==> config.mk <==
export PLATFORM = sky130hd
export DESIGN_NAME = cpu_core_p
export DESIGN_NICKNAME = d
export VERILOG_FILES = /design/src/rtl/cpu_core_p.sv
export SDC_FILE = /design/constraint.sdc
export NUM_CORES = 1
export LEC_CHECK = 0
export ABC_AREA = 1
export BUFFER_PORTS_ARGS = -buffer_cell sky130_fd_sc_hd__buf_2
export CORE_ASPECT_RATIO = 1.4
export CORE_MARGIN = 2
export CORE_UTILIZATION = 43
export CTS_BUF_LIST = sky130_fd_sc_hd__clkbuf_16
export CTS_CLUSTER_SIZE = 30
export DETAILED_ROUTE_END_ITERATION = 7
export PLACE_DENSITY_LB_ADDON = 0.12
export SYNTH_ARGS = -nofsm -noshare
export SYNTH_HDL_FRONTEND = slang
export SYNTH_SLANG_ARGS = --single-unit
==> constraint.sdc <==
create_clock -name clk -period 3.8 [get_ports clk]
set_clock_uncertainty 0.15 [all_clocks]
set_input_delay 0.19 -clock clk [delete_from_list [all_inputs] [get_ports clk]]
set_output_delay 0.19 -clock clk [all_outputs]
set_load 0.005 [all_outputs]
==> src/rtl/cpu_core_p.sv <==
// cpu_core_p: parametrised accumulator-style CPU with loadable program
// memory, two-cycle fetch/execute, register ALU, Z/C flags and branches.
module cpu_core_p #(
  parameter int DATA_W  = 8,
  parameter int RSEL_W  = 2,
  parameter int ADDR_W  = 4,
  parameter int INSTR_W = 4 + 2*RSEL_W + DATA_W
) (
  input  logic               clk,
  input  logic               reset,
  input  logic               run,
  input  logic               prog_we,
  input  logic [ADDR_W-1:0]  prog_addr,
  input  logic [INSTR_W-1:0] prog_data,
  input  logic [RSEL_W-1:0]  dbg_sel,
  output logic [DATA_W-1:0]  dbg_data,
  output logic [ADDR_W-1:0]  pc,
  output logic               busy,
  output logic               halted,
  output logic               zero_flag,
  output logic               carry_flag,
  output logic               out_valid,
  output logic [DATA_W-1:0]  out_data,
  output logic               illegal
);

  localparam int NREG  = 2**RSEL_W;
  localparam int DEPTH = 2**ADDR_W;

  typedef enum logic [1:0] {
    S_IDLE, S_FETCH, S_EXEC, S_HALT
  } state_t;

  logic [INSTR_W-1:0] mem [DEPTH];

  state_t             state_q, state_d;
  logic [ADDR_W-1:0]  pc_q, pc_d;
  logic [INSTR_W-1:0] ir_q, ir_d;
  logic [DATA_W-1:0]  regs_q [NREG];
  logic [DATA_W-1:0]  regs_d [NREG];
  logic               z_q, z_d;
  logic               c_q, c_d;
  logic               ov_q, ov_d;
  logic [DATA_W-1:0]  od_q, od_d;
  logic               ill_q, ill_d;

  logic [3:0]         op;
  logic [RSEL_W-1:0]  rd, rs;
  logic [DATA_W-1:0]  imm, a, b;
  logic [DATA_W:0]    sum_w, dif_w;
  logic [DATA_W-1:0]  res;
  logic               alu_wr;
  logic               idle;
  logic [ADDR_W-1:0]  pc_inc, jt;

  assign op     = ir_q[INSTR_W-1 -: 4];
  assign rd     = ir_q[INSTR_W-5 -: RSEL_W];
  assign rs     = ir_q[DATA_W +: RSEL_W];
  assign imm    = ir_q[DATA_W-1:0];
  assign a      = regs_q[rd];
  assign b      = regs_q[rs];
  assign sum_w  = {1'b0, a} + {1'b0, b};
  assign dif_w  = {1'b0, a} - {1'b0, b};
  assign pc_inc = pc_q + ADDR_W'(1);
  assign jt     = imm[ADDR_W-1:0];
  assign idle   = (state_q == S_IDLE) || (state_q == S_HALT);

  assign dbg_data   = regs_q[dbg_sel];
  assign pc         = pc_q;
  assign busy       = (state_q == S_FETCH) || (state_q == S_EXEC);
  assign halted     = (state_q == S_HALT);
  assign zero_flag  = z_q;
  assign carry_flag = c_q;
  assign out_valid  = ov_q;
  assign out_data   = od_q;
  assign illegal    = ill_q;

  // Program store: host writes only while the core is stopped.
  always_ff @(posedge clk) begin
    if (reset && prog_we && idle)
      mem[prog_addr] <= prog_data;
  end

  // Next-state: sequencing, fetch latch and instruction execution.
  always_comb begin
    state_d = state_q;
    pc_d    = pc_q;
    ir_d    = ir_q;
    regs_d  = regs_q;
    z_d     = z_q;
    c_d     = c_q;
    ov_d    = 1'b0;
    od_d    = od_q;
    ill_d   = ill_q;
    res     = '0;
    alu_wr  = 1'b0;
    case (state_q)
      S_IDLE, S_HALT: begin
        if (run) begin
          state_d = S_FETCH;
          pc_d    = '0;
        end
      end
      S_FETCH: begin
        ir_d    = mem[pc_q];
        state_d = S_EXEC;
      end
      S_EXEC: begin
        state_d = S_FETCH;
        pc_d    = pc_inc;
        case (op)
          4'h0: ;
          4'h1: regs_d[rd] = imm;
          4'h2: regs_d[rd] = b;
          4'h3: begin
            res    = sum_w[DATA_W-1:0];
            c_d    = sum_w[DATA_W];
            alu_wr = 1'b1;
          end
          4'h4: begin
            res    = dif_w[DATA_W-1:0];
            c_d    = dif_w[DATA_W];
            alu_wr = 1'b1;
          end
          4'h5: begin
            res    = a & b;
            alu_wr = 1'b1;
          end
          4'h6: begin
            res    = a | b;
            alu_wr = 1'b1;
          end
          4'h7: begin
            res    = a ^ b;
            alu_wr = 1'b1;
          end
          4'h8: begin
            res    = {a[DATA_W-2:0], 1'b0};
            c_d    = a[DATA_W-1];
            alu_wr = 1'b1;
          end
          4'h9: pc_d = jt;
          4'hA: if (z_q) pc_d = jt;
          4'hB: if (c_q) pc_d = jt;
          4'hC: begin
            od_d = a;
            ov_d = 1'b1;
          end
          4'hF: begin
            state_d = S_HALT;
            pc_d    = pc_q;
          end
          default: ill_d = 1'b1;
        endcase
        if (alu_wr) begin
          regs_d[rd] = res;
          z_d        = (res == '0);
        end
      end
      default: state_d = S_IDLE;
    endcase
  end

  // State registers with synchronous active-low clear.
  always_ff @(posedge clk) begin
    if (!reset) begin
      state_q <= S_IDLE;
      pc_q    <= '0;
      ir_q    <= '0;
      for (int i = 0; i < NREG; i++)
        regs_q[i] <= '0;
      z_q     <= 1'b0;
      c_q     <= 1'b0;
      ov_q    <= 1'b0;
      od_q    <= '0;
      ill_q   <= 1'b0;
    end else begin
      state_q <= state_d;
      pc_q    <= pc_d;
      ir_q    <= ir_d;
      regs_q  <= regs_d;
      z_q     <= z_d;
      c_q     <= c_d;
      ov_q    <= ov_d;
      od_q    <= od_d;
      ill_q   <= ill_d;
    end
  end

endmodule

* After elaboration in Yosys (flattened, before gate mapping)
Memories as Yosys holds them, arrays and structs flattened. A register that Yosys moved wholly into a read port is not among the register bits.
Index checks and enable logic that the tools add are counted.
** Storage, ports and cells
- Memories kept :: 1
- RAM bits :: 256
- Output and inout port bits :: 26
- Logic and storage cells :: 97
- Latch bits :: 0
- Input port bits :: 26
- Flip-flop bits (word level) :: 50
- Bits in read-only memories :: 0
** Memories
- mem :: words 16, width 16, read ports 1, clocked after Yosys merged registers in 1, write ports 1, line 34 : logic [INSTR_W-1:0] mem [DEPTH];
** Cells by class
- Bitwise gates (word level) :: 7
- Equality and inequality tests :: 18
- Add/sub/neg operators :: 3
- Shift-type cells :: 0
- Reductions and logical operators :: 20
- $mul :: 0
- Order comparisons :: 4
- Divide/modulo/power cells :: 0
- Muxes and demuxes :: 33
** Operators by type and width (count)
- 32-bit bitwise mux :: 3
- 32-bit 2-to-1 mux :: 2
- 8-bit 2-to-1 mux :: 8
- 32-bit one-hot mux with 2 select lines :: 1
- 8-bit binary-select mux with 2-bit select :: 3
- 8-bit one-hot mux with 6 select lines :: 1
- 4-bit equality test, second input constant :: 6
- 8-bit demux with 2-bit select :: 1
- 4-bit by 3-bit equality test with 1-bit output, second input constant :: 4
- 4-bit one-hot mux with 4 select lines :: 1
- 14-bit OR reduction :: 1
- 4-bit 2-to-1 mux :: 3
- 2-bit AND reduction :: 5
- 8-bit by 8-bit adder with 9-bit output :: 1
- 3-bit >= comparator, second input constant :: 3
- 2-bit inverter with 3-bit output :: 3
- 8-bit by 8-bit subtractor with 9-bit output :: 1
- 8-bit bitwise AND :: 1
- 4-bit by 2-bit equality test with 1-bit output, second input constant :: 2
- 8-bit logical NOT :: 1
- 8-bit OR :: 1
- 4-bit one-hot mux with 2 select lines :: 1
- 8-bit bitwise XOR :: 1
- 2-bit one-hot mux with 3 select lines :: 1
- other kinds (20) :: 30

* Depth between registers and ports, before layout
- Depth in word-level cells :: 10
- Mapped depth :: 22
- Depth with buffers taken out :: 21

* Worst setup path before layout
No wires, ideal clock.
- Path type :: register to register
- Start point :: register ir_q[8] (read register of mem)
- End point :: register z_q, in the netlist zero_flag
- Setup time :: 0.070 ns
- Period minus slack after synthesis :: 2.671 ns
- Required time :: 3.580 ns
- Stages on the path, launching flop included :: 21
- Buffers on the path :: 2
- Arrival time :: 2.450 ns
- Path slack :: 1.129 ns
- Cells stage by stage :: dfxtp_1 buf_2 buf_2 a21oi_1 o21ai_0 nand2_1 inv_1 ha_1 inv_1 fa_1 inv_1 nand2_1 nand2_1 nand3_1 nand3_1 nand2_1 nor2_2 nand2_1 nor2_1 nand2_1 a21oi_1
** Between the ends
- Word-level cells in the longest chain between the ends :: 8
- Elaborated cells on any way between the ends :: 12
- Classes of those cells :: 2 x add/sub; 5 x mux; 4 x bitwise; 1 x reduce/logical
** RTL lines
- start: declaration :: line 38 : logic [INSTR_W-1:0] ir_q, ir_d;
- 2-bit inverter with 3-bit output (implied by the code) (*) :: line 61 : assign b = regs_q[rs];
- 8-bit binary-select mux with 2-bit select (*) :: line 61
- 8-bit 2-to-1 mux (implied by the code) (*) (2 in series) :: line 61
- 8-bit by 8-bit subtractor with 9-bit output (tied with other cells) :: line 63 : assign dif_w = {1'b0, a} - {1'b0, b};
- 8-bit one-hot mux with 6 select lines (*) :: line 111 : case (op)
- 8-bit 2-to-1 mux (*) :: line 97 : case (state_q)
- 8-bit logical NOT (*) :: line 157 : z_d = (res == '0);
- end signal: assignment :: line 182 : z_q <= z_d;
- end: declaration :: line 41 : logic z_q, z_d;
Mark *: on every way between the ends. The rest lies on a longest branch, timed or not. The select of a mux whose other input is x is not followed.
A chain may end at the register's enable or synchronous reset.

* Final worst setup path
- Start point :: register ir_q[10] (read register of mem)
- End point :: register z_q, in the netlist zero_flag
** Between the ends
- Word-level cells in the longest chain between the ends :: 8
- Elaborated cells on any way between the ends :: 12
- Classes of those cells :: 2 x add/sub; 5 x mux; 4 x bitwise; 1 x reduce/logical
** RTL lines
- 2-bit inverter with 3-bit output (implied by the code) (*) :: line 60 : assign a = regs_q[rd];
- 8-bit binary-select mux with 2-bit select (*) :: line 60
- 8-bit 2-to-1 mux (implied by the code) (*) (2 in series) :: line 60
- named net a[3] :: line 49 : logic [DATA_W-1:0] imm, a, b;
- 8-bit by 8-bit subtractor with 9-bit output (tied with other cells) :: line 63
- 8-bit one-hot mux with 6 select lines (*) :: line 111
- 8-bit 2-to-1 mux (*) :: line 97
- 8-bit logical NOT (*) :: line 157
Mark *: on every way through the listed nets, which the timed path passes. The rest lies on a longest branch. The select of a mux whose other input is x is not followed.

==> metrics.yaml <==
drt_wl_total_mm: 48.8
cts.clk_slew.worst_paths_ps: 60
drive_gt1_share_pct: 11.9
status: "completed"
p_sw_share_pct: 27.1
crit_path_frequent_cell: "nand2_1"
gp_congestion: 0.979
overflow: 0
cp_top_family: "simple AND/OR/NAND/NOR gates"
clock_path_buffers: 3
setup_viol: 0
max_freq_ghz: 0.287
grt_pass1_vias: 12400
yosys_warnings: 0
die_y_um: 229
final_net_count: 1801
cap_viol_max_count: 0
grt_max_degree: 73
ant_nets: 0
final_cells: 2232
synth_area_leader_cell: "edfxtp_1"
ctsResizeCount: 0
synth_cell_types: 36
root_buffer: "clkbuf_16"
wl_met3_mm: 2.24
vias: 12600
grt_pass1_wl_mm: 74.5
path_cells: "inv_2, nand2_2, inv_2, nand2_1, nand3_1, inv_1, ha_1, nor2_1, nand3_1, nand3_1, nand2_1, nand2_1, nor2_1, nor2_1, buf_4, nand2_1, nor2_1, nand2_1, a21oi_1"
r2r_start: "ir_q[10]"
worst_setup_path_start_kind: "flop"
cp.arrival_ps: 3800
synth-seq-cells: 322
seqPwrFrac_pct: 48.4
clock_latency_ps: 530
fillerInstances: 3396
cts_buffers: 34
grt_usage_pct: 26.2
slowest_delay_ps: 630
critPathLaunch: "ir_q[10]"
power_switching_w: 0.00219
htree_levels: 2
antenna_cells: 0
finalSetupTns_ps: 0
p_leak_nw: 6.57
cp_slowest_cell: "dfxtp_1"
synth_area_leaders: "edfxtp_1 49%, dfxtp_1 8.5%, o21ai_0 7.1%, nand2_1 6.6%, nor2_1 5.7%"
p_int_w: 0.00588
avgSynthCellArea_um2: 9.26
synthArstFlopShare_pct: 0
netlist_instances: 1679
io_buffers: 51
yosysSeqAreaShare_pct: 58.0
postCtsSetupBuffers: 0
vdd_drop_max_uv: 349
die_w_um: 165
layout_commonest_cell: "nand2_1"
rows: 82
avgRoutedWirePerCell_um: 21.9
synth_top_area_share_pct: 49.5
route.top_layer_used: "met4"
dp_cells: 2154
tritoncts: "done"
dr_wl_met2_mm: 24.3
rsz0062_at_grt: "false"
ys.flop_type: "edfxtp_1"
power_w: 0.00807
first_pass_iters: 7
final_core_util_pct: 49.6
cts_hold_buf: 17
crit_type: "flop to flop"
p_per_area_mw_per_mm2: 455
areaGrowthSynthToFinish_pct: 13.9
power.share.combinational_pct: 12.2
layout_common_cells: "275 x nand2_1, 256 x edfxtp_1, 222 x o21ai_0"
hp-start: "prog_addr[3]"
layout_setup_ws_ps: 315
wl_met1_mm: 19.6
synth_area_mm2: 0.0155
io_pins: 52
drc: 0
clockPowerShare_pct: 39.4
dp_hpwl_mm: 32.1
tightest_slew_ps: 1000
cp_num_buf_inv: 4
finalMaxSlewViolations: 0
dieArea_mm2: 0.0377
antenna_found_initial: 0
core_area_mm2: 0.0357
cts.sinks: 322
period_needed_ps: 3490
min_path_type: "primary input to flop"
worstPathRequired_ps: 4110
cp_max_fo: 12
min_period_over_period_pct: 91.7
critPathCaptureType: "flop"
synth_edf_count: 256
viasPerCell: 5.66
hold_viol_final: 0
drt-initial-drc-count: 969
place_ws_ps: 378
synth_fp_nets: 1735
initial_utilization_pct: 43.5
slew_headroom_pct: 33.3
-- metrics by stage --
stage | hold WS [ps] | instance area [um^2]
floorplan | 139 | 15500
global placement | 290 | 16500
detailed placement | 292 | 16500
CTS | 40.8 | 17700
global route | 84.9 | 17700
finish | 59.3 | 17700
-- path summary, 6_finish.rpt --
path,to,slack [ps],cells after the start
worst max-delay path,zero_flag,310,19
worst max register to register,zero_flag,310,19
worst min-delay path,mem[11][2],60,3
worst min register to register,illegal,300,2
-- power groups by stage --
| stage | sequential (W) | combinational, W | clock, W |
|---|---|---|---|
| detailed placement | 0.00398 | 0.000960 | 0 |
| CTS | 0.00391 | 0.000977 | 0.00325 |
| finish | 0.00391 | 0.000984 | 0.00318 |
| global placement | 0.00398 | 0.000959 | 0 |
| floorplan | 0.00395 | 0.000610 | 0 |
| global route | 0.00391 | 0.00108 | 0.00338 |
-- registers in the layout (all words and copies together), names as in the netlist --
| name | flops |
|---|---|
| carry_flag | 1 |
| illegal | 1 |
| ir_q | 16 |
| mem | 256 |
| out_data | 8 |
| out_valid | 1 |
| pc | 4 |
| regs_q | 32 |
| state_q | 2 |
| zero_flag | 1 |
-- cell type report --
type                       count  area (um^2)  area share, %
inverter                     131          493           2.78
clock buffer                  35          876           4.94
sequential                   322         9010           50.9
clock inverter                26          168          0.947
timing repair buffer         123          876           4.94
tap                          462          578           3.26
multi-input combinational   1133         5710           32.2
-- cells in the mapped netlist (all sizes together), types with 2 or more instances --
cell and number:
nand4 4, clkinv 2, dfxtp 66, nor2 246, nand3 110, a21oi 95, xor2 2, o221ai 56
fa 2, o22ai 19, nand2 284, nor3 4, clkbuf 66, ha 28, edfxtp 256, o21ai 249
o211ai 27, inv 129, buf 27
-- logic make-up after synthesis --
group                      count (synthesis)  synth area share [%]
adders and majority gates                 30                  2.51
and+or+nand+nor                          649                  17.2
AOI/OAI and AO/OA                        451                  16.6
xor gates and xnor gates                   3                 0.169
DFF                                      322                  58.0
buffers and inverters                    224                  5.59
-- worst register-to-register path, cell delays in order (launching register included) --
cell and delay [ps]:
dfxtp_1 630, inv_2 160, nand2_2 140, inv_2 80
nand2_1 70, nand3_1 170, inv_1 190, ha_1 350
nor2_1 270, nand3_1 140, nand3_1 120, nand2_1 50
nand2_1 60, nor2_1 40, nor2_1 260, buf_4 230
nand2_1 60, nor2_1 80, nand2_1 50, a21oi_1 100
-- routing by layer --
metal	track usage (%)	vias up
li1	-	6009
met1	32.2	6144
met2	44.8	375
met3	3.30	114
met4	13.6	0
met5	0	-
(Power assumes the default switching activity.)
